==> config.mk <==
export PLATFORM = sky130hd
export DESIGN_NAME = seq_cla_addsub
export DESIGN_NICKNAME = d
export VERILOG_FILES = /design/src/rtl/alu_pkg.sv /design/src/rtl/cla_slice.sv /design/src/rtl/seq_cla_addsub.sv
export SDC_FILE = /design/constraint.sdc
export NUM_CORES = 1
export LEC_CHECK = 0
export CAP_MARGIN = 5
export CELL_PAD_IN_SITES_DETAIL_PLACEMENT = 0
export CELL_PAD_IN_SITES_GLOBAL_PLACEMENT = 1
export CORE_ASPECT_RATIO = 1.25
export CORE_MARGIN = 2
export CORE_UTILIZATION = 35
export CTS_CLUSTER_DIAMETER = 30
export DETAILED_ROUTE_END_ITERATION = 16
export PLACE_DENSITY = 0.73
export SKIP_CTS_REPAIR_TIMING = 1
export SLEW_MARGIN = 20
export SYNTH_ARGS = -nofsm -noshare
export SYNTH_HDL_FRONTEND = slang
export SYNTH_SLANG_ARGS = --single-unit
==> constraint.sdc <==
create_clock -name clk -period 3.4 [get_ports clk]
set_input_delay 0.34 -clock clk [delete_from_list [all_inputs] [get_ports clk]]
set_output_delay 0.34 -clock clk [all_outputs]
set_load 0.01 [all_outputs]
==> src/rtl/alu_pkg.sv <==
// Shared ALU encodings: operation codes, sequencer states, and the operand-conditioning helpers
// that map each operation to its initial carry and its B-inversion.
package alu_pkg;

  typedef enum logic [1:0] {
    ALU_OP_ADD = 2'b00,
    ALU_OP_ADC = 2'b01,
    ALU_OP_SUB = 2'b10,
    ALU_OP_SBB = 2'b11
  } alu_op_e;

  typedef enum logic [1:0] {
    ST_IDLE = 2'd0,
    ST_RUN  = 2'd1,
    ST_DONE = 2'd2
  } alu_state_e;

  // Carry convention for SBB: cin=1 means no borrow pending.
  function automatic logic init_carry(input alu_op_e op, input logic cin);
    case (op)
      ALU_OP_ADD: return 1'b0;
      ALU_OP_SUB: return 1'b1;
      default:    return cin;
    endcase
  endfunction

  function automatic logic is_sub(input alu_op_e op);
    return (op == ALU_OP_SUB) || (op == ALU_OP_SBB);
  endfunction

endpackage

==> src/rtl/cla_slice.sv <==
// CHUNK-bit combinational carry-lookahead adder slice; zero latency, no flow control.
// Exposes the carry into the MSB for overflow and the group generate/propagate terms.
module cla_slice
  import alu_pkg::*;
#(
  parameter int CHUNK = 4
) (
  input  logic [CHUNK-1:0] a,
  input  logic [CHUNK-1:0] b,
  input  logic             ci,
  output logic [CHUNK-1:0] s,
  output logic             co,
  output logic             c_msb,
  output logic             g,
  output logic             p
);

  logic [CHUNK-1:0] gbit, pbit, c;
  logic             term, pp;

  always_comb begin
    gbit = a & b;
    pbit = a ^ b;
    c    = '0;
    term = 1'b0;
    pp   = 1'b1;
    // c[i] = g[i-1] | p[i-1]g[i-2] | ... | p[i-1..0]ci, expanded without a ripple chain
    for (int i = 0; i < CHUNK; i++) begin
      term = 1'b0;
      pp   = 1'b1;
      for (int j = i - 1; j >= 0; j--) begin
        term = term | (gbit[j] & pp);
        pp   = pp & pbit[j];
      end
      c[i] = term | (ci & pp);
    end
    term = 1'b0;
    pp   = 1'b1;
    for (int j = CHUNK - 1; j >= 0; j--) begin
      term = term | (gbit[j] & pp);
      pp   = pp & pbit[j];
    end
    g = term;
    p = pp;
  end

  assign s     = pbit ^ c;
  assign co    = g | (p & ci);
  assign c_msb = c[CHUNK-1];

endmodule

==> src/rtl/seq_cla_addsub.sv <==
// Multi-cycle add/sub: one CHUNK-bit lookahead slice per cycle, result valid NCHUNK cycles after accept.
// in_ready only in IDLE; result and flags are held in DONE until out_ready.
module seq_cla_addsub
  import alu_pkg::*;
#(
  parameter int WIDTH = 16,
  parameter int CHUNK = 4
) (
  input  logic             clk,
  input  logic             rst,
  input  logic             in_valid,
  output logic             in_ready,
  input  logic [1:0]       op,
  input  logic [WIDTH-1:0] a,
  input  logic [WIDTH-1:0] b,
  input  logic             cin,
  output logic             out_valid,
  input  logic             out_ready,
  output logic [WIDTH-1:0] sum,
  output logic             cout,
  output logic             overflow,
  output logic             zero,
  output logic             negative
);

  localparam int NCHUNK = WIDTH / CHUNK;
  localparam int IW     = (NCHUNK > 1) ? $clog2(NCHUNK) : 1;
  localparam logic [IW-1:0] LAST = IW'(NCHUNK - 1);

  alu_state_e       state_q, state_d;
  logic [IW-1:0]    idx_q;
  logic [WIDTH-1:0] a_q, b_q, sum_q, sum_d;
  logic             carry_q;
  logic             cout_q, ovf_q, zero_q, neg_q;
  logic [CHUNK-1:0] sl_a, sl_b, sl_s;
  logic             sl_co, sl_cmsb, sl_g, sl_p;
  logic             last;

  assign last = (idx_q == LAST);

  always_comb begin
    sl_a  = a_q[int'(idx_q)*CHUNK +: CHUNK];
    sl_b  = b_q[int'(idx_q)*CHUNK +: CHUNK];
    sum_d = sum_q;
    sum_d[int'(idx_q)*CHUNK +: CHUNK] = sl_s;
  end

  cla_slice #(.CHUNK(CHUNK)) u_slice (
    .a     (sl_a),
    .b     (sl_b),
    .ci    (carry_q),
    .s     (sl_s),
    .co    (sl_co),
    .c_msb (sl_cmsb),
    .g     (sl_g),
    .p     (sl_p)
  );

  always_ff @(posedge clk or posedge rst) begin
    if (rst) state_q <= ST_IDLE;
    else     state_q <= state_d;
  end

  always_comb begin
    state_d   = state_q;
    in_ready  = 1'b0;
    out_valid = 1'b0;
    case (state_q)
      ST_IDLE: begin
        in_ready = 1'b1;
        if (in_valid) state_d = ST_RUN;
      end
      ST_RUN: begin
        if (last) state_d = ST_DONE;
      end
      ST_DONE: begin
        out_valid = 1'b1;
        if (out_ready) state_d = ST_IDLE;
      end
      default: state_d = ST_IDLE;
    endcase
  end

  always_ff @(posedge clk or posedge rst) begin
    if (rst) begin
      idx_q   <= '0;
      a_q     <= '0;
      b_q     <= '0;
      sum_q   <= '0;
      carry_q <= 1'b0;
      cout_q  <= 1'b0;
      ovf_q   <= 1'b0;
      zero_q  <= 1'b0;
      neg_q   <= 1'b0;
    end else begin
      case (state_q)
        ST_IDLE: begin
          if (in_valid) begin
            a_q     <= a;
            b_q     <= is_sub(alu_op_e'(op)) ? ~b : b;
            carry_q <= init_carry(alu_op_e'(op), cin);
            sum_q   <= '0;
            idx_q   <= '0;
          end
        end
        ST_RUN: begin
          sum_q   <= sum_d;
          carry_q <= sl_co;
          if (last) begin
            // final carry taken from the group terms; overflow from carries around the MSB
            cout_q <= sl_g | (sl_p & carry_q);
            ovf_q  <= sl_cmsb ^ sl_co;
            zero_q <= (sum_d == '0);
            neg_q  <= sum_d[WIDTH-1];
          end else begin
            idx_q <= idx_q + 1'b1;
          end
        end
        default: ;
      endcase
    end
  end

  assign sum      = sum_q;
  assign cout     = cout_q;
  assign overflow = ovf_q;
  assign zero     = zero_q;
  assign negative = neg_q;

endmodule

==> report_table.html <==
<table>
<tr><th>Metric</th><th>Value</th></tr>
<tr><th colspan="2">Critical path</th></tr>
<tr><td>Number of buffers and inverters on the critical path</td><td>0</td></tr>
<tr><td>R2R Path End</td><td>zero$_DFFE_PP0P_</td></tr>
<tr><td>Delay of the slowest cell on the worst path</td><td>0.87 ns</td></tr>
<tr><td>Flop2flop setup slack</td><td>~0.40 ns</td></tr>
<tr><td>Worst reg2reg path startpoint</td><td>idx_q[0]$_DFFE_PP0P_</td></tr>
<tr><td>Worst-path cell chain</td><td>mux4_1 -&gt; ha_1 -&gt; a21o_1 -&gt; a2111oi_0 -&gt; o211ai_1 -&gt; a31oi_1</td></tr>
<tr><td>Maximum fanout along the worst path</td><td>17</td></tr>
<tr><td>Required time of the worst setup path</td><td>between 3 and 4 ns</td></tr>
<tr><td>Worst EP arrival</td><td>roughly 3.3 ns</td></tr>
<tr><td>Highest-delay cell along the critical path</td><td>sky130_fd_sc_hd__dfrtp_1</td></tr>
<tr><td>CP Class</td><td>reg2reg</td></tr>
<tr><td>Worst reg-to-reg path cell count</td><td>6</td></tr>
<tr><td>Element type at the critical path end</td><td>flip-flop</td></tr>
<tr><td>Crit path launch type</td><td>flip-flop</td></tr>
<tr><td>Crit path max-delay family</td><td>compound AO/OA/AOI/OAI gates</td></tr>
<tr><th colspan="2">Cells and area</th></tr>
<tr><td>Post-Layout Inst Area</td><td>between 3000 and 4000 um^2</td></tr>
<tr><td>Filler cell count</td><td>800</td></tr>
<tr><td>Fin nets</td><td>approximately 360</td></tr>
<tr><td>Share of final-layout standard cells stronger than drive strength 1</td><td>about 13%</td></tr>
<tr><td>Area added between synthesis and finish</td><td>30.5%</td></tr>
<tr><td>Utilization after layout</td><td>~47%</td></tr>
<tr><td>Antenna diode count</td><td>0</td></tr>
<tr><th colspan="2">Logic synthesis</th></tr>
<tr><td>Number of register bits inferred by synthesis</td><td>between 50 and 60</td></tr>
<tr><td>Synthesized net count</td><td>between 200 and 300</td></tr>
<tr><td>Async set-or-reset flop fraction in the synthesized netlist</td><td>between 90% and 100%</td></tr>
<tr><td>Number of standard cells after synthesis</td><td>around 250</td></tr>
<tr><td>Mean instance size in the synthesized netlist</td><td>12.0 um^2</td></tr>
<tr><td>Dominant synthesized flop cell</td><td>sky130_fd_sc_hd__dfrtp_1</td></tr>
<tr><td>Register area share after synthesis</td><td>a little under half</td></tr>
<tr><td>Count of cell types in the netlist</td><td>51</td></tr>
<tr><td>Syn Std Cell Area</td><td>2980 um^2</td></tr>
<tr><td>Synthesis warning total</td><td>0</td></tr>
<tr><td>Count of flip-flops with a built-in enable after synthesis</td><td>0</td></tr>
<tr><th colspan="2">STA</th></tr>
<tr><td>Number of pins exceeding their max-slew limit in the final report</td><td>0</td></tr>
<tr><td>Max_slew headroom</td><td>46.3%</td></tr>
<tr><td>Achievable clock frequency</td><td>roughly 330 MHz</td></tr>
<tr><td>Number of failing setup endpoints in the final timing report</td><td>0</td></tr>
<tr><td>Hold Fails Final Rpt</td><td>0</td></tr>
<tr><td>Clock Skew</td><td>roughly 0.012 ns</td></tr>
<tr><td>Total Neg Setup Slack</td><td>0 ns</td></tr>
<tr><td>Worst-margin pin slew</td><td>0.805 ns</td></tr>
<tr><td>Final critical path time including I/O delays and setup</td><td>~3.0 ns</td></tr>
<tr><td>Part of the cycle the worst path needs</td><td>between 80% and 90%</td></tr>
<tr><td>RSZ-0062 raised after global routing</td><td>no</td></tr>
<tr><td>Least setup slack across all paths after layout</td><td>around 0.4 ns</td></tr>
<tr><th colspan="2">Clock tree</th></tr>
<tr><td>CTS HTree Levels</td><td>3</td></tr>
<tr><td>Clock transition at the registers of the reported paths</td><td>around 0.070 ns</td></tr>
<tr><td>Clock tree from TritonCTS</td><td>done</td></tr>
<tr><td>Cell at the root of the clock tree</td><td>sky130_fd_sc_hd__clkbuf_8</td></tr>
<tr><td>CTS buffer count</td><td>9</td></tr>
<tr><td>Clock latency on the worst-skew pair</td><td>0.34 ns</td></tr>
<tr><td>Num Clock Sinks</td><td>57</td></tr>
<tr><td>CTS Buffer Depth</td><td>2</td></tr>
<tr><th colspan="2">Route</th></tr>
<tr><td>Routed via count</td><td>approximately 2200</td></tr>
<tr><td>Routed vias/inst</td><td>roughly 5.3</td></tr>
<tr><td>Drt wl/cell</td><td>around 16 um</td></tr>
<tr><td>WL final</td><td>~6.6 mm</td></tr>
<tr><td>Initial DRT Pass Iterations</td><td>4</td></tr>
<tr><td>Post-route antenna net violation count</td><td>0</td></tr>
<tr><td>DRC marker count from the first detailed-route iteration</td><td>between 80 and 90</td></tr>
<tr><td>Remaining DRCs</td><td>0</td></tr>
<tr><th colspan="2">Pwr</th></tr>
<tr><td>Tot Pwr</td><td>about 0.0042 W</td></tr>
<tr><td>Pwr dens</td><td>between 1000 and 1500 nW/um^2</td></tr>
<tr><td>Worst supply voltage drop on vdd</td><td>approximately 0.45 mV</td></tr>
<tr><td>P_leak</td><td>approximately 1.6 nW</td></tr>
<tr><th colspan="2">Placement</th></tr>
<tr><td>Post-placement cell area</td><td>around 3700 um^2</td></tr>
<tr><td>Final estimated routing congestion in global placement</td><td>0.822</td></tr>
<tr><td>Pre-CTS setup slack</td><td>0.462 ns</td></tr>
<tr><td>IO Port Bufs</td><td>60</td></tr>
<tr><td>Detailed Place HPWL</td><td>5.02 mm</td></tr>
<tr><th colspan="2">Status</th></tr>
<tr><td>Run status</td><td>complete, no violations</td></tr>
<tr><th colspan="2">Global route</th></tr>
<tr><td>Wire length of the first global-routing pass</td><td>approximately 11 mm</td></tr>
<tr><td>Number of antenna violations at the first check in global routing</td><td>0</td></tr>
<tr><td>Total routing resource utilization after global routing</td><td>roughly 15%</td></tr>
<tr><td>Maximum number of pins on one net before global-route repair</td><td>33</td></tr>
<tr><td>Number of global-route vias before repair</td><td>2225</td></tr>
<tr><td>Residual overflow from global routing</td><td>0</td></tr>
<tr><th colspan="2">Floorplan</th></tr>
<tr><td>DIE HEIGHT</td><td>~110 um</td></tr>
<tr><td>Count of standard-cell rows</td><td>37</td></tr>
<tr><td>Starting density of the core</td><td>36.2%</td></tr>
<tr><td>Die Footprint</td><td>between 9000 and 10000 um^2</td></tr>
<tr><td>I/O pin cnt</td><td>just over 60</td></tr>
<tr><td>Die Width</td><td>between 80 and 90 um</td></tr>
<tr><td>Placeable Area</td><td>about 8000 um^2</td></tr>
<tr><th colspan="2">Run</th></tr>
<tr><td>Max Cap Viol</td><td>0</td></tr>
<tr><th colspan="2">Worst hold path</th></tr>
<tr><td>Type of the tightest min-delay check</td><td>in2async</td></tr>
</table>
worst max path at each step:
stage                                    start              endpoint  slack [ns]  cells after the start
after floorplan           idx_q[0]$_DFFE_PP0P_  overflow$_DFFE_PP0P_        0.88                      7
after global placement    idx_q[0]$_DFFE_PP0P_      zero$_DFFE_PP0P_        0.55                      6
after detailed placement  idx_q[0]$_DFFE_PP0P_      zero$_DFFE_PP0P_        0.46                      6
after CTS                 idx_q[0]$_DFFE_PP0P_      zero$_DFFE_PP0P_        0.40                      6
after global routing      idx_q[0]$_DFFE_PP0P_      zero$_DFFE_PP0P_        0.23                      6
final                     idx_q[0]$_DFFE_PP0P_      zero$_DFFE_PP0P_        0.40                      6
stage by stage:
| stage | instances | hold slack [ns] |
|---|---|---|
| finish | 413 | 0.363 |
| global route | 413 | 0.424 |
| CTS | 413 | 0.388 |
| detailed placement | 397 | 0.473 |
| global placement | 397 | 0.463 |
| floorplan | 249 | 0.448 |
synth_stat cells (2+ instances only):
| master | count | area, um^2 |
|---|---|---|
| sky130_fd_sc_hd__buf_2 | 10 | 50.1 |
| sky130_fd_sc_hd__o21ai_0 | 4 | 20.0 |
| sky130_fd_sc_hd__dfrtp_1 | 57 | 1430 |
| sky130_fd_sc_hd__nor3_1 | 3 | 15.0 |
| sky130_fd_sc_hd__a21o_1 | 5 | 37.5 |
| sky130_fd_sc_hd__nand2_1 | 10 | 37.5 |
| sky130_fd_sc_hd__ha_1 | 10 | 125 |
| sky130_fd_sc_hd__a22o_1 | 15 | 131 |
| sky130_fd_sc_hd__and2_1 | 2 | 12.5 |
| sky130_fd_sc_hd__o22ai_1 | 2 | 12.5 |
| sky130_fd_sc_hd__a21oi_2 | 2 | 17.5 |
| sky130_fd_sc_hd__o21bai_1 | 2 | 15.0 |
| sky130_fd_sc_hd__nand2b_1 | 3 | 18.8 |
| sky130_fd_sc_hd__nor2_1 | 21 | 78.8 |
| sky130_fd_sc_hd__mux2_2 | 3 | 33.8 |
| sky130_fd_sc_hd__nor3_2 | 2 | 20.0 |
| sky130_fd_sc_hd__a32o_1 | 4 | 40.0 |
| sky130_fd_sc_hd__mux4_2 | 7 | 158 |
| sky130_fd_sc_hd__xnor2_1 | 16 | 140 |
| sky130_fd_sc_hd__nor4_1 | 4 | 25.0 |
| sky130_fd_sc_hd__inv_1 | 7 | 26.3 |
| sky130_fd_sc_hd__mux2_1 | 15 | 169 |
| sky130_fd_sc_hd__xor2_1 | 2 | 17.5 |
| sky130_fd_sc_hd__a21oi_1 | 16 | 80.1 |
power breakdown:
| part | total, W | switching (W) | leakage (nW) | internal, W |
|---|---|---|---|---|
| sequential | 0.00127 | 0.000287 | 0.701 | 0.000982 |
| clock | 0.000721 | 0.000288 | 0.105 | 0.000433 |
| combinational | 0.00217 | 0.00114 | 0.817 | 0.00103 |
cells in the final DEF (no fill, tap or decap), types with 3 or more instances in the layout:
cell / count
sky130_fd_sc_hd__nor2_1: 21
sky130_fd_sc_hd__inv_1: 6
sky130_fd_sc_hd__a21o_1: 5
sky130_fd_sc_hd__nor4_1: 4
sky130_fd_sc_hd__nor3_1: 3
sky130_fd_sc_hd__clkdlybuf4s50_1: 60
sky130_fd_sc_hd__buf_4: 3
sky130_fd_sc_hd__ha_1: 10
sky130_fd_sc_hd__a21oi_1: 16
sky130_fd_sc_hd__mux2_2: 3
sky130_fd_sc_hd__a32o_1: 4
sky130_fd_sc_hd__mux4_2: 7
sky130_fd_sc_hd__dfrtp_1: 57
sky130_fd_sc_hd__clkbuf_8: 10
sky130_fd_sc_hd__a22o_1: 15
sky130_fd_sc_hd__nand2_1: 10
sky130_fd_sc_hd__xnor2_1: 16
sky130_fd_sc_hd__clkinvlp_4: 3
sky130_fd_sc_hd__nand2b_1: 3
sky130_fd_sc_hd__o21ai_0: 4
sky130_fd_sc_hd__mux2_1: 15
per-layer routing:
metal | GRT usage, % | wire length, um | vias to the layer above
met3 | 2.85 | 331 | 16
met1 | 18.8 | 2720 | 1083
li1 | - | - | 1043
met4 | 6.70 | 142 | 0
met5 | 0 | 0 | -
met2 | 26.3 | 3420 | 64
sequential cells by signal (all words and copies together), names as in the netlist, 2 cells and up:
signal and count:
a_q 16, b_q 16, idx_q 2, state_q 2, sum 16
area by class of cell:
type	count	area, um^2	area share (%)
inverter	8	30.0	0.771
clock inverter	6	91.3	2.35
tap	97	121	3.12
clock buffer	10	138	3.53
sequential	57	1430	36.6
timing repair buffer	63	623	16.0
multi-input combinational	172	1460	37.6
cell families (layout without fill, tap and decap cells):
kind of cell | after synthesis | count (layout) | share of synthesized area (%)
compound gates | 62 | 62 | 15.2
flops | 57 | 57 | 47.8
simple gates | 55 | 55 | 10.7
mux | 26 | 26 | 13.0
buf+inv | 20 | 87 | 3.19
xor+xnor | 18 | 18 | 5.28
fa+ha+maj | 11 | 11 | 4.86
No activity file was read; power rests on OpenSTA's default activity.
